File: config.mk
export PLATFORM = sky130hd
export DESIGN_NAME = z80_mem_arbiter_flat
export DESIGN_NICKNAME = d
export VERILOG_FILES = /design/src/rtl/z80_mem_arbiter_if.sv /design/src/rtl/z80_mem_arbiter.sv /design/src/flat_wrapper.sv
export SDC_FILE = /design/constraint.sdc
export NUM_CORES = 1
export LEC_CHECK = 0
export ABC_AREA = 1
export BUFFER_PORTS_ARGS = -buffer_cell sky130_fd_sc_hd__buf_2
export CAP_MARGIN = 20
export CELL_PAD_IN_SITES_DETAIL_PLACEMENT = 0
export CELL_PAD_IN_SITES_GLOBAL_PLACEMENT = 1
export CORE_MARGIN = 10
export CORE_UTILIZATION = 19
export DETAILED_ROUTE_END_ITERATION = 16
export HOLD_SLACK_MARGIN = 0.03
export PLACE_DENSITY = 0.89
export SKIP_CTS_REPAIR_TIMING = 1
export SLEW_MARGIN = 10
export SYNTH_ARGS = -nofsm -noshare
export SYNTH_HDL_FRONTEND = slang
export SYNTH_SLANG_ARGS = --single-unit
File: constraint.sdc
create_clock -name clk -period 2.8 [get_ports clk]
set_clock_uncertainty 0.2 [all_clocks]
set_input_delay 0.56 -clock clk [delete_from_list [all_inputs] [get_ports clk]]
set_output_delay 0.56 -clock clk [all_outputs]
set_load 0.01 [all_outputs]
File: src/rtl/z80_mem_arbiter_if.sv
// Bus bundle between the tv80 CPU, one DMA requester, the shared RAM port
// and the I/O read path; the arbiter connects through the slave modport.
interface z80_mem_arbiter_if #(
    parameter int ADDR_W = 10,
    parameter int DATA_W = 8
);
    logic              cpu_mreq_n;
    logic              cpu_rd_n;
    logic              cpu_wr_n;
    logic              cpu_iorq_n;
    logic [15:0]       cpu_addr;
    logic [DATA_W-1:0] cpu_dout;
    logic [DATA_W-1:0] cpu_din;
    logic              cpu_wait_n;
    logic [DATA_W-1:0] io_din;
    logic              dma_req;
    logic              dma_we;
    logic [ADDR_W-1:0] dma_addr;
    logic [DATA_W-1:0] dma_wdata;
    logic              dma_gnt;
    logic              dma_ack;
    logic [DATA_W-1:0] dma_rdata;
    logic              mem_we;
    logic [ADDR_W-1:0] mem_addr;
    logic [DATA_W-1:0] mem_wdata;
    logic [DATA_W-1:0] mem_rdata;
    logic [15:0]       stat_dma_cnt;
    logic [15:0]       stat_stall_cnt;

    // Arbiter side
    modport slave (
        input  cpu_mreq_n, cpu_rd_n, cpu_wr_n, cpu_iorq_n, cpu_addr, cpu_dout,
        input  io_din,
        input  dma_req, dma_we, dma_addr, dma_wdata,
        input  mem_rdata,
        output cpu_din, cpu_wait_n,
        output dma_gnt, dma_ack, dma_rdata,
        output mem_we, mem_addr, mem_wdata,
        output stat_dma_cnt, stat_stall_cnt
    );

    // CPU, DMA requester, memory and I/O side
    modport master (
        output cpu_mreq_n, cpu_rd_n, cpu_wr_n, cpu_iorq_n, cpu_addr, cpu_dout,
        output io_din,
        output dma_req, dma_we, dma_addr, dma_wdata,
        output mem_rdata,
        input  cpu_din, cpu_wait_n,
        input  dma_gnt, dma_ack, dma_rdata,
        input  mem_we, mem_addr, mem_wdata,
        input  stat_dma_cnt, stat_stall_cnt
    );
endinterface

File: src/rtl/z80_mem_arbiter.sv
// CPU/DMA arbiter for the shared single-port RAM plus the CPU read-data mux.
// Optional statistics counters are built when Z80_MEM_ARBITER_STATS_EN is defined.
module z80_mem_arbiter #(
    parameter int ADDR_W     = 10,
    parameter int DATA_W     = 8,
    parameter int STARVE_LIM = 4
) (
    input  logic              clk,
    input  logic              reset_n,
    z80_mem_arbiter_if.slave  bus
);
    localparam logic [3:0] LIM = 4'(STARVE_LIM);

    typedef enum logic [0:0] {
        ST_IDLE = 1'b0,
        ST_ACK  = 1'b1
    } state_t;

    state_t            r_state;
    state_t            w_next_state;
    logic [3:0]        r_starve;
    logic [3:0]        w_starve_nxt;
    logic              r_dma_ack;

    logic              w_cpu_mem;
    logic              w_take_dma;
    logic              w_gnt;
    logic              w_stall;
    logic              w_mem_we;
    logic [ADDR_W-1:0] w_mem_addr;
    logic [DATA_W-1:0] w_mem_wdata;
    logic [DATA_W-1:0] w_dma_rdata;
    logic              w_unused_addr;

    assign w_cpu_mem     = !bus.cpu_mreq_n && (!bus.cpu_rd_n || !bus.cpu_wr_n);
    assign w_unused_addr = ^bus.cpu_addr[15:ADDR_W];

    // Next-state, starvation counter and memory-port steering
    always_comb begin
        w_next_state = r_state;
        w_starve_nxt = r_starve;
        w_take_dma   = 1'b0;
        w_gnt        = 1'b0;
        w_stall      = 1'b0;
        w_mem_we     = w_cpu_mem && !bus.cpu_wr_n;
        w_mem_addr   = bus.cpu_addr[ADDR_W-1:0];
        w_mem_wdata  = bus.cpu_dout;
        w_dma_rdata  = {DATA_W{1'b0}};
        case (r_state)
            ST_IDLE: begin
                w_take_dma = bus.dma_req && (!w_cpu_mem || (r_starve == LIM));
                if (w_take_dma) begin
                    w_gnt        = 1'b1;
                    w_stall      = w_cpu_mem;
                    w_mem_we     = bus.dma_we;
                    w_mem_addr   = bus.dma_addr;
                    w_mem_wdata  = bus.dma_wdata;
                    w_next_state = ST_ACK;
                    w_starve_nxt = 4'd0;
                end else if (bus.dma_req) begin
                    w_starve_nxt = (r_starve == LIM) ? LIM : (r_starve + 4'd1);
                end else begin
                    w_starve_nxt = 4'd0;
                end
            end
            ST_ACK: begin
                // A request already pending here is only looked at in the next IDLE cycle
                w_dma_rdata  = bus.mem_rdata;
                w_next_state = ST_IDLE;
            end
            default: begin
                w_next_state = ST_IDLE;
                w_starve_nxt = 4'd0;
            end
        endcase
    end

    // State, starvation count and the registered completion pulse
    always_ff @(posedge clk or negedge reset_n) begin
        if (!reset_n) begin
            r_state   <= ST_IDLE;
            r_starve  <= 4'd0;
            r_dma_ack <= 1'b0;
        end else begin
            r_state   <= w_next_state;
            r_starve  <= w_starve_nxt;
            r_dma_ack <= w_gnt;
        end
    end

    // Combinational outputs are held at their reset values while reset is low
    assign bus.dma_gnt    = reset_n && w_gnt;
    assign bus.cpu_wait_n = !(reset_n && w_stall);
    assign bus.mem_we     = reset_n && w_mem_we;
    assign bus.mem_addr   = w_mem_addr;
    assign bus.mem_wdata  = w_mem_wdata;
    assign bus.dma_ack    = r_dma_ack;
    assign bus.dma_rdata  = w_dma_rdata;
    assign bus.cpu_din    = (!bus.cpu_iorq_n) ? bus.io_din : bus.mem_rdata;

`ifdef Z80_MEM_ARBITER_STATS_EN
    logic [15:0] r_stat_dma_cnt;
    logic [15:0] r_stat_stall_cnt;

    // Free-running grant and stall counters, wrapping at 16 bits
    always_ff @(posedge clk or negedge reset_n) begin
        if (!reset_n) begin
            r_stat_dma_cnt   <= 16'd0;
            r_stat_stall_cnt <= 16'd0;
        end else begin
            if (w_gnt) begin
                r_stat_dma_cnt <= r_stat_dma_cnt + 16'd1;
            end
            if (w_stall) begin
                r_stat_stall_cnt <= r_stat_stall_cnt + 16'd1;
            end
        end
    end

    assign bus.stat_dma_cnt   = r_stat_dma_cnt;
    assign bus.stat_stall_cnt = r_stat_stall_cnt;
`else
    assign bus.stat_dma_cnt   = 16'd0;
    assign bus.stat_stall_cnt = 16'd0;
`endif

endmodule

File: src/flat_wrapper.sv
// flat-port wrapper written by rule: the top's interface ports become plain ports
module z80_mem_arbiter_flat 
#(
    parameter int ADDR_W     = 10,
    parameter int DATA_W     = 8,
    parameter int STARVE_LIM = 4
)
  (clk, reset_n, bus_cpu_mreq_n, bus_cpu_rd_n, bus_cpu_wr_n, bus_cpu_iorq_n, bus_cpu_addr, bus_cpu_dout, bus_io_din, bus_dma_req, bus_dma_we, bus_dma_addr, bus_dma_wdata, bus_mem_rdata, bus_cpu_din, bus_cpu_wait_n, bus_dma_gnt, bus_dma_ack, bus_dma_rdata, bus_mem_we, bus_mem_addr, bus_mem_wdata, bus_stat_dma_cnt, bus_stat_stall_cnt);
  z80_mem_arbiter_if #(.ADDR_W(ADDR_W), .DATA_W(DATA_W)) bus_i ();
  input  logic clk;
  input  logic reset_n;
  input wire logic [$bits(bus_i.cpu_mreq_n)-1:0] bus_cpu_mreq_n;
  input wire logic [$bits(bus_i.cpu_rd_n)-1:0] bus_cpu_rd_n;
  input wire logic [$bits(bus_i.cpu_wr_n)-1:0] bus_cpu_wr_n;
  input wire logic [$bits(bus_i.cpu_iorq_n)-1:0] bus_cpu_iorq_n;
  input wire logic [$bits(bus_i.cpu_addr)-1:0] bus_cpu_addr;
  input wire logic [$bits(bus_i.cpu_dout)-1:0] bus_cpu_dout;
  input wire logic [$bits(bus_i.io_din)-1:0] bus_io_din;
  input wire logic [$bits(bus_i.dma_req)-1:0] bus_dma_req;
  input wire logic [$bits(bus_i.dma_we)-1:0] bus_dma_we;
  input wire logic [$bits(bus_i.dma_addr)-1:0] bus_dma_addr;
  input wire logic [$bits(bus_i.dma_wdata)-1:0] bus_dma_wdata;
  input wire logic [$bits(bus_i.mem_rdata)-1:0] bus_mem_rdata;
  output wire logic [$bits(bus_i.cpu_din)-1:0] bus_cpu_din;
  output wire logic [$bits(bus_i.cpu_wait_n)-1:0] bus_cpu_wait_n;
  output wire logic [$bits(bus_i.dma_gnt)-1:0] bus_dma_gnt;
  output wire logic [$bits(bus_i.dma_ack)-1:0] bus_dma_ack;
  output wire logic [$bits(bus_i.dma_rdata)-1:0] bus_dma_rdata;
  output wire logic [$bits(bus_i.mem_we)-1:0] bus_mem_we;
  output wire logic [$bits(bus_i.mem_addr)-1:0] bus_mem_addr;
  output wire logic [$bits(bus_i.mem_wdata)-1:0] bus_mem_wdata;
  output wire logic [$bits(bus_i.stat_dma_cnt)-1:0] bus_stat_dma_cnt;
  output wire logic [$bits(bus_i.stat_stall_cnt)-1:0] bus_stat_stall_cnt;
  assign bus_i.cpu_mreq_n = bus_cpu_mreq_n;
  assign bus_i.cpu_rd_n = bus_cpu_rd_n;
  assign bus_i.cpu_wr_n = bus_cpu_wr_n;
  assign bus_i.cpu_iorq_n = bus_cpu_iorq_n;
  assign bus_i.cpu_addr = bus_cpu_addr;
  assign bus_i.cpu_dout = bus_cpu_dout;
  assign bus_i.io_din = bus_io_din;
  assign bus_i.dma_req = bus_dma_req;
  assign bus_i.dma_we = bus_dma_we;
  assign bus_i.dma_addr = bus_dma_addr;
  assign bus_i.dma_wdata = bus_dma_wdata;
  assign bus_i.mem_rdata = bus_mem_rdata;
  assign bus_cpu_din = bus_i.cpu_din;
  assign bus_cpu_wait_n = bus_i.cpu_wait_n;
  assign bus_dma_gnt = bus_i.dma_gnt;
  assign bus_dma_ack = bus_i.dma_ack;
  assign bus_dma_rdata = bus_i.dma_rdata;
  assign bus_mem_we = bus_i.mem_we;
  assign bus_mem_addr = bus_i.mem_addr;
  assign bus_mem_wdata = bus_i.mem_wdata;
  assign bus_stat_dma_cnt = bus_i.stat_dma_cnt;
  assign bus_stat_stall_cnt = bus_i.stat_stall_cnt;
  z80_mem_arbiter #(.ADDR_W(ADDR_W), .DATA_W(DATA_W), .STARVE_LIM(STARVE_LIM)) u_core (.clk(clk), .reset_n(reset_n), .bus(bus_i));
endmodule
==> run_results.csv, run 1 <==
group,metric,value,unit
worst_setup_path,start_kind,"flip-flop",
floorplanning,core-area,4820,µm²
clock_tree,clk_pin_slew,0.03,ns
placement,portBuffers,97,
worst_setup_path,cp_num_buf_inv,3,
worst_setup_path,cp_top_family,"simple AND/OR/NAND/NOR gates",
clock_tree,cts_root_buffer,"clkbuf_8",
logic_synthesis,yosysTopAreaCell,"nand2_1",
detailed_routing,drt_wl_total,3840,µm
finish,stdcell_area,1430,µm²
worst_setup_path,reg2reg_from,"u_core.r_starve[0]",
timing,setup_viol,0,
global_route,grt_pass1_wl,5980,µm
worst_setup_path,crit_cells,9,
worst_setup_path,crit_top_cell,"nand2_2",
flow_run,cap_violations,0,
global_route,antenna_found_initial,0,
worst_setup_path,endpoint_kind,"output pin",
placement,gp_congestion,0.785,
detailed_routing,vias_per_cell,3.67,
worst_setup_path,cp.arrival,1.84,ns
detailed_routing,drc,0,
logic_synthesis,ys_seq_elements,5,
logic_synthesis,syn_inst,157,
timing,hold_viol_final,0,
floorplanning,die_w,91.2,µm
logic_synthesis,synth_top_area_frac,0.265,
floorplanning,dieArea,8320,µm²
logic_synthesis,syn_area_per_cell,6.14,µm²
timing,min_period,2.60,ns
placement,dp_hpwl,3450,µm
detailed_routing,ant_nets,0,
worst_setup_path,crit_path_max_fanout,11,
logic_synthesis,yosysSeqAreaShare,0.130,
timing,rsz0062_at_grt,"no",
finish,num_antenna_cells,0,
pwr,peakVddDrop,0.101,mV
global_route,gr-total-overflow,0,
hold_path,whs_path_depth,3,
placement,placed_cells,317,
worst_setup_path,cp_slowest_cell,"dfrtp_1",
placement,placedInstanceArea,1380,µm²
finish,drive_gt1_frac,0.451,
clock_tree,cts_tree,"yes",
floorplanning,rows,25,
worst_setup_path,slowest_delay,0.41,ns
clock_tree,htree_levels,1,
worst_setup_path,worstSetupStartpoint,"u_core.r_starve[0]",
logic_synthesis,ys_top_cells_by_area,"nand2_1 26%, buf_4 25%, dfrtp_1 13%",
worst_setup_path,cp.required,2.04,ns
detailed_routing,wl_per_cell,11.9,µm
timing,period_share,0.929,
global_route,grt_max_degree,20,
floorplanning,die_h,91.2,µm
clock_tree,cts_buffers,3,
clock_tree,ctsLongestPathBuffers,2,
hold_path,hold_path.class,"reg2reg",
finish,stdcell_count,322,
worst_setup_path,rr_worst_depth,6,
pwr,p_leak,0.970,nW
pwr,power.density,304,nW/µm²
finish,finalCoreUtilization,0.297,
logic_synthesis,ys_warn_count,0,
outcome,outcome,"finished, final reports clean",
global_route,grt_pass1_vias,1314,
worst_setup_path,cp_cell_sequence,"inv_1 -> ha_1 -> nand3_2 -> nand2_2 -> nand2_2 -> buf_4 -> nor2_1 -> nand2_1 -> buf_2",
logic_synthesis,syn_area,963,µm²
clock_tree,clock_latency,0.22,ns
floorplanning,start_util,0.200,
finish,final_nets,324,
floorplanning,io_pins,136,
detailed_routing,vias,1182,
clock_tree,clkSinkCount,5,
detailed_routing,dr.first_iter.drc_count,32,
global_route,track_usage,0.0854,
timing,drv_slew,0,
worst_setup_path,path_class,"reg2out",
hold_path,hp-start,"u_core.r_starve[3]",
detailed_routing,first_pass_iters,4,
timing,tns,0,ns
timing,max_freq,0.384,GHz
logic_synthesis,synth_cell_types,20,
finish,area.growth.synth_to_final,48.6,%
==> worst paths after layout <==
check / endpoint / slack [ns]
worst max-delay path: bus_cpu_wait_n / 0.20
worst min-delay path: u_core.r_starve[3] / 0.37
worst max register to register: u_core.bus.dma_ack / 1.14
worst min register to register: u_core.r_starve[3] / 0.37
max in group asynchronous: u_core.r_starve[2] / 1.75
min in group asynchronous: u_core.r_starve[3] / 0.50
==> stage by stage <==
stage | power, mW | hold WS [ns] | setup slack, ns
after floorplan | 0.240 | 0.0644 | 0.704
after global placement | 0.301 | 0.191 | 0.294
after detailed placement | 0.304 | 0.194 | 0.296
after CTS | 0.441 | -0.0432 | 0.166
after global routing | 0.473 | 0.444 | 0.0113
final | 0.435 | 0.369 | 0.198
==> logic make-up (layout without fill, tap and decap cells) <==
| group | Yosys count | after routing | synth area share |
|---|---|---|---|
| other cells | 1 | 32 | 0.00389 |
| fa+ha+maj | 2 | 2 | 0.0260 |
| compound gates | 6 | 6 | 0.0364 |
| xor+xnor | 2 | 2 | 0.0182 |
| mux | 8 | 8 | 0.0935 |
| simple gates | 80 | 80 | 0.331 |
| flops | 5 | 5 | 0.130 |
| buf+inv | 53 | 120 | 0.361 |
==> cell type report <==
cell class              count  area, µm²
clock buffers               4       45.0
fillers                   569       3390
inverters                  16       60.1
multi-input cells         130        607
flip-flops and latches      5        125
well taps                  67       83.8
repair buffers            100        510
==> metal layers <==
metal	global-route usage	part of all wire	routed length, µm	vias up
li1	-	-	-	607
met1	0.0862	0.39	1520	484
met2	0.147	0.46	1770	86
met3	0.0403	0.13	492	5
met4	0.0392	0.016	63	0
met5	0	0	0	-
==> synthesized netlist by cell type <==
master and instances:
nand2_2 2, conb_1 1, nand3_1 2, inv_1 15, o22ai_1 1, ha_1 2, nand2_1 68, nor2_1 5
nand4_1 2, a21oi_1 4, buf_2 2, mux2_2 8, buf_8 1, xor2_1 2, nand3_2 1, a21oi_2 1
buf_4 32, buf_6 2, inv_2 1, dfrtp_1 5
==> placed cells by master (no fill, tap or decap), drive strengths merged <==
cell	instances
buf	99
nand2	70
conb	32
inv	16
mux2	8
nor2	5
dfrtp	5
a21oi	5
clkbuf	4
nand3	3
xor2	2
nand4	2
ha	2
o22ai	1
dlygate4sd3	1
==> state kept, by name, summed over array words and instances, names as in the netlist <==
name                cells
u_core.bus.dma_ack      1
u_core.r_starve         4
==> power breakdown <==
group	switching [mW]	total, mW	internal (mW)
clock	0.0355	0.133	0.0977
combinational	0.127	0.220	0.0927
sequential	0.00484	0.0820	0.0772
total	0.168	0.435	0.268
==> worst register-to-register path, delay by kind of cell (launching register included) <==
| kind | cells | cell delay (ns) |
|---|---|---|
| DFF | 1 | 0.41 |
| buffers and inverters | 2 | 0.39 |
| adders and majority gates | 1 | 0.16 |
| and+or+nand+nor | 3 | 0.37 |
(Power assumes the default switching activity.)
==> run 2: changes to the inputs <==
ABC_AREA = unset   (was 1)
CORE_UTILIZATION = 20   (was 19)
PLACE_DENSITY = 0.87   (was 0.89)
SETUP_SLACK_MARGIN = 0.5   (was unset)
==> run 2 against run 1 <==
Against the previous run:
- via count decreased by 11%
- final area increased by 22%
- register-to-register slack improved by 0.08 ns
- sequential cell count unchanged
- clock-buffer cell count unchanged
- sequential power decreased by 5.1%
- combinational power increased by 30%
- global-route usage decreased by 0.47 points
- hold slack got worse by 0.27 ns
- first-iteration DRC count decreased by 34%
- critical path depth decreased by 2
- clock power about the same
- largest cell class unchanged
- largest power group unchanged
==> run_results.csv, run 2 <==
group,metric,value,unit
worst_setup_path,r2r_slack,1.22,ns
logic_synthesis,syn_inst,106,
finish,finalCoreUtilization,0.372,
finish,layout_common_cells,"77 x buf_2, 32 x conb_1, 24 x buf_6",
finish,regMostFlops,"u_core.r_starve",
clock_tree,ctsLongestPathBuffers,2,
worst_setup_path,path_class,"reg2out",
timing,period_share,0.928,
outcome,outcome,"finished, final reports clean",
pwr,p_leak,0.971,nW
logic_synthesis,syn_area,958,µm²
timing,tns,0,ns
detailed_routing,vias_per_cell,3.91,
timing,min_period,2.60,ns
finish,area.growth.synth_to_final,82.1,%
detailed_routing,first_pass_iters,4,
worst_setup_path,cp.arrival,1.84,ns
logic_synthesis,yosysTopAreaCell,"mux2_2",
logic_synthesis,synth_cell_types,22,
floorplanning,dieArea,7960,µm²
worst_setup_path,crit_path_max_fanout,6,
global_route,antenna_found_initial,0,
detailed_routing,vias,1048,
logic_synthesis,ys_top_cells_by_area,"mux2_2 29%, buf_4 25%, dfrtp_1 13%",
pwr,power.density,284,nW/µm²
worst_setup_path,start_kind,"flip-flop",
logic_synthesis,syn_area_per_cell,9.04,µm²
finish,stdcell_area,1750,µm²
hold_path,hold_path.class,"in2async",
floorplanning,rows,25,
timing,hold_viol_final,0,
logic_synthesis,synth_edf_count,0,
detailed_routing,ant_nets,0,
placement,portBuffers,97,
pwr,total_power,0.496,mW
detailed_routing,drt_wl_total,4070,µm
logic_synthesis,synth_ff_type,"dfrtp_1",
finish,final_nets,283,
detailed_routing,dr.first_iter.drc_count,21,
clock_tree,cts_buffers,3,
detailed_routing,wl_per_cell,15.2,µm
pwr,peakVddDrop,0.116,mV
global_route,gr-total-overflow,0,
logic_synthesis,yosysSeqAreaShare,0.131,
logic_synthesis,yosysMostFrequentCell,"buf_4",
floorplanning,die_w,89.2,µm
worst_setup_path,endpoint_kind,"output pin",
timing,setup_viol,0,
worst_setup_path,reg2reg_from,"u_core.r_starve[1]",
logic_synthesis,synth_commonest_cells,"32 x buf_4, 25 x mux2_2, 9 x and2_1, 5 x dfrtp_1, 5 x nand2_1",
worst_setup_path,r2r_end,"u_core.bus.dma_ack",
clock_tree,cts_tree,"yes",
timing,drv_slew,0,
clock_tree,clk_pin_slew,0.03,ns
finish,mostFrequentLayoutCell,"buf_2",
worst_setup_path,rr_worst_depth,7,
detailed_routing,drc,0,
flow_run,cap_violations,0,
global_route,track_usage,0.0808,
finish,largest_reg_flops,4,
clock_tree,htree_levels,1,
placement,dp_hpwl,3290,µm
global_route,grt_pass1_vias,1106,
floorplanning,start_util,0.204,
logic_synthesis,async_reset_ff_frac,1.00,
finish,drive_gt1_frac,0.687,
worst_setup_path,cp.required,2.04,ns
clock_tree,clkSinkCount,5,
logic_synthesis,ys_warn_count,0,
logic_synthesis,synth_top_area_frac,0.294,
placement,placedInstanceArea,1400,µm²
placement,gp_congestion,0.721,
floorplanning,core-area,4690,µm²
floorplanning,io_pins,136,
logic_synthesis,ys_seq_elements,5,
clock_tree,clock_latency,0.22,ns
timing,max_freq,0.385,GHz
timing,rsz0062_at_grt,"yes",
clock_tree,cts_root_buffer,"clkbuf_8",
finish,num_antenna_cells,0,
global_route,grt_pass1_wl,5110,µm
global_route,grt_max_degree,18,
finish,fill_cells,507,
floorplanning,die_h,89.2,µm
[run 2: cell count changes after synthesis, sizes merged, moves of 4 or more]
| cell | change |
|---|---|
| inv | -13 |
| nand2 | -65 |
| mux2 | +18 |
| and2 | +9 |
| nor2 | -4 |
[run 2: final cells by class]
class | count | area, µm² | share of cell area
clock buffers | 4 | 45.0 | 0.0258
inverters | 3 | 11.3 | 0.00645
multi-input cells | 93 | 756 | 0.433
flip-flops and latches | 5 | 125 | 0.0717
well taps | 54 | 67.6 | 0.0387
repair buffers | 109 | 741 | 0.424
[run 2: worst max-delay path by stage]
stage                                   from                to  slack (ns)  cells past startpoint
after CTS                 u_core.r_starve[0]   bus_mem_addr[7]        0.14                      7
after global routing      u_core.r_starve[0]   bus_mem_addr[9]        0.13                      7
after floorplan           u_core.r_starve[0]   bus_mem_addr[6]        0.57                      6
after detailed placement  u_core.r_starve[0]   bus_mem_addr[7]        0.38                      7
after global placement    u_core.r_starve[0]  bus_mem_wdata[1]        0.39                      7
final                     u_core.r_starve[1]  bus_mem_wdata[2]        0.20                      7
[run 2: metrics by stage]
step	setup WS [ns]	cells	hold WS [ns]
final	0.201	268	0.102
after global routing	0.129	268	0.103
after CTS	0.141	261	0.0918
after detailed placement	0.383	257	0.321
after global placement	0.390	257	0.323
after floorplan	0.568	137	0.0644
[run 2: routing by layer]
| layer | vias to the layer above | wire, µm | track usage |
|---|---|---|---|
| met5 | - | 0 | 0 |
| met4 | 0 | 4 | 0.0130 |
| met3 | 2 | 431 | 0.0419 |
| met2 | 57 | 2220 | 0.139 |
| met1 | 478 | 1410 | 0.0873 |
| li1 | 511 | - | - |
[run 2: worst max-delay path: stages, from the launching register on]
cell       delay, ns
dfrtp_1         0.40
inv_2           0.08
ha_4            0.14
nand3b_4        0.10
a21oi_4         0.26
clkbuf_16       0.21
mux2_4          0.30
buf_6           0.13
[run 2: cell families (layout without fill, tap and decap cells)]
kind of cell | Yosys count | after routing | share of synthesized area
flops | 5 | 5 | 0.131
simple gates | 25 | 25 | 0.161
other cells | 1 | 32 | 0.00391
compound gates | 6 | 6 | 0.0587
mux | 28 | 28 | 0.326
fa+ha+maj | 2 | 2 | 0.0261
buf+inv | 39 | 116 | 0.294
[run 2: where the power goes]
part           internal, mW  switching (mW)  leakage, nW
combinational         0.161           0.126        0.880
sequential           0.0756         0.00219       0.0681
clock                0.0976          0.0338       0.0228
total                 0.334           0.162        0.971
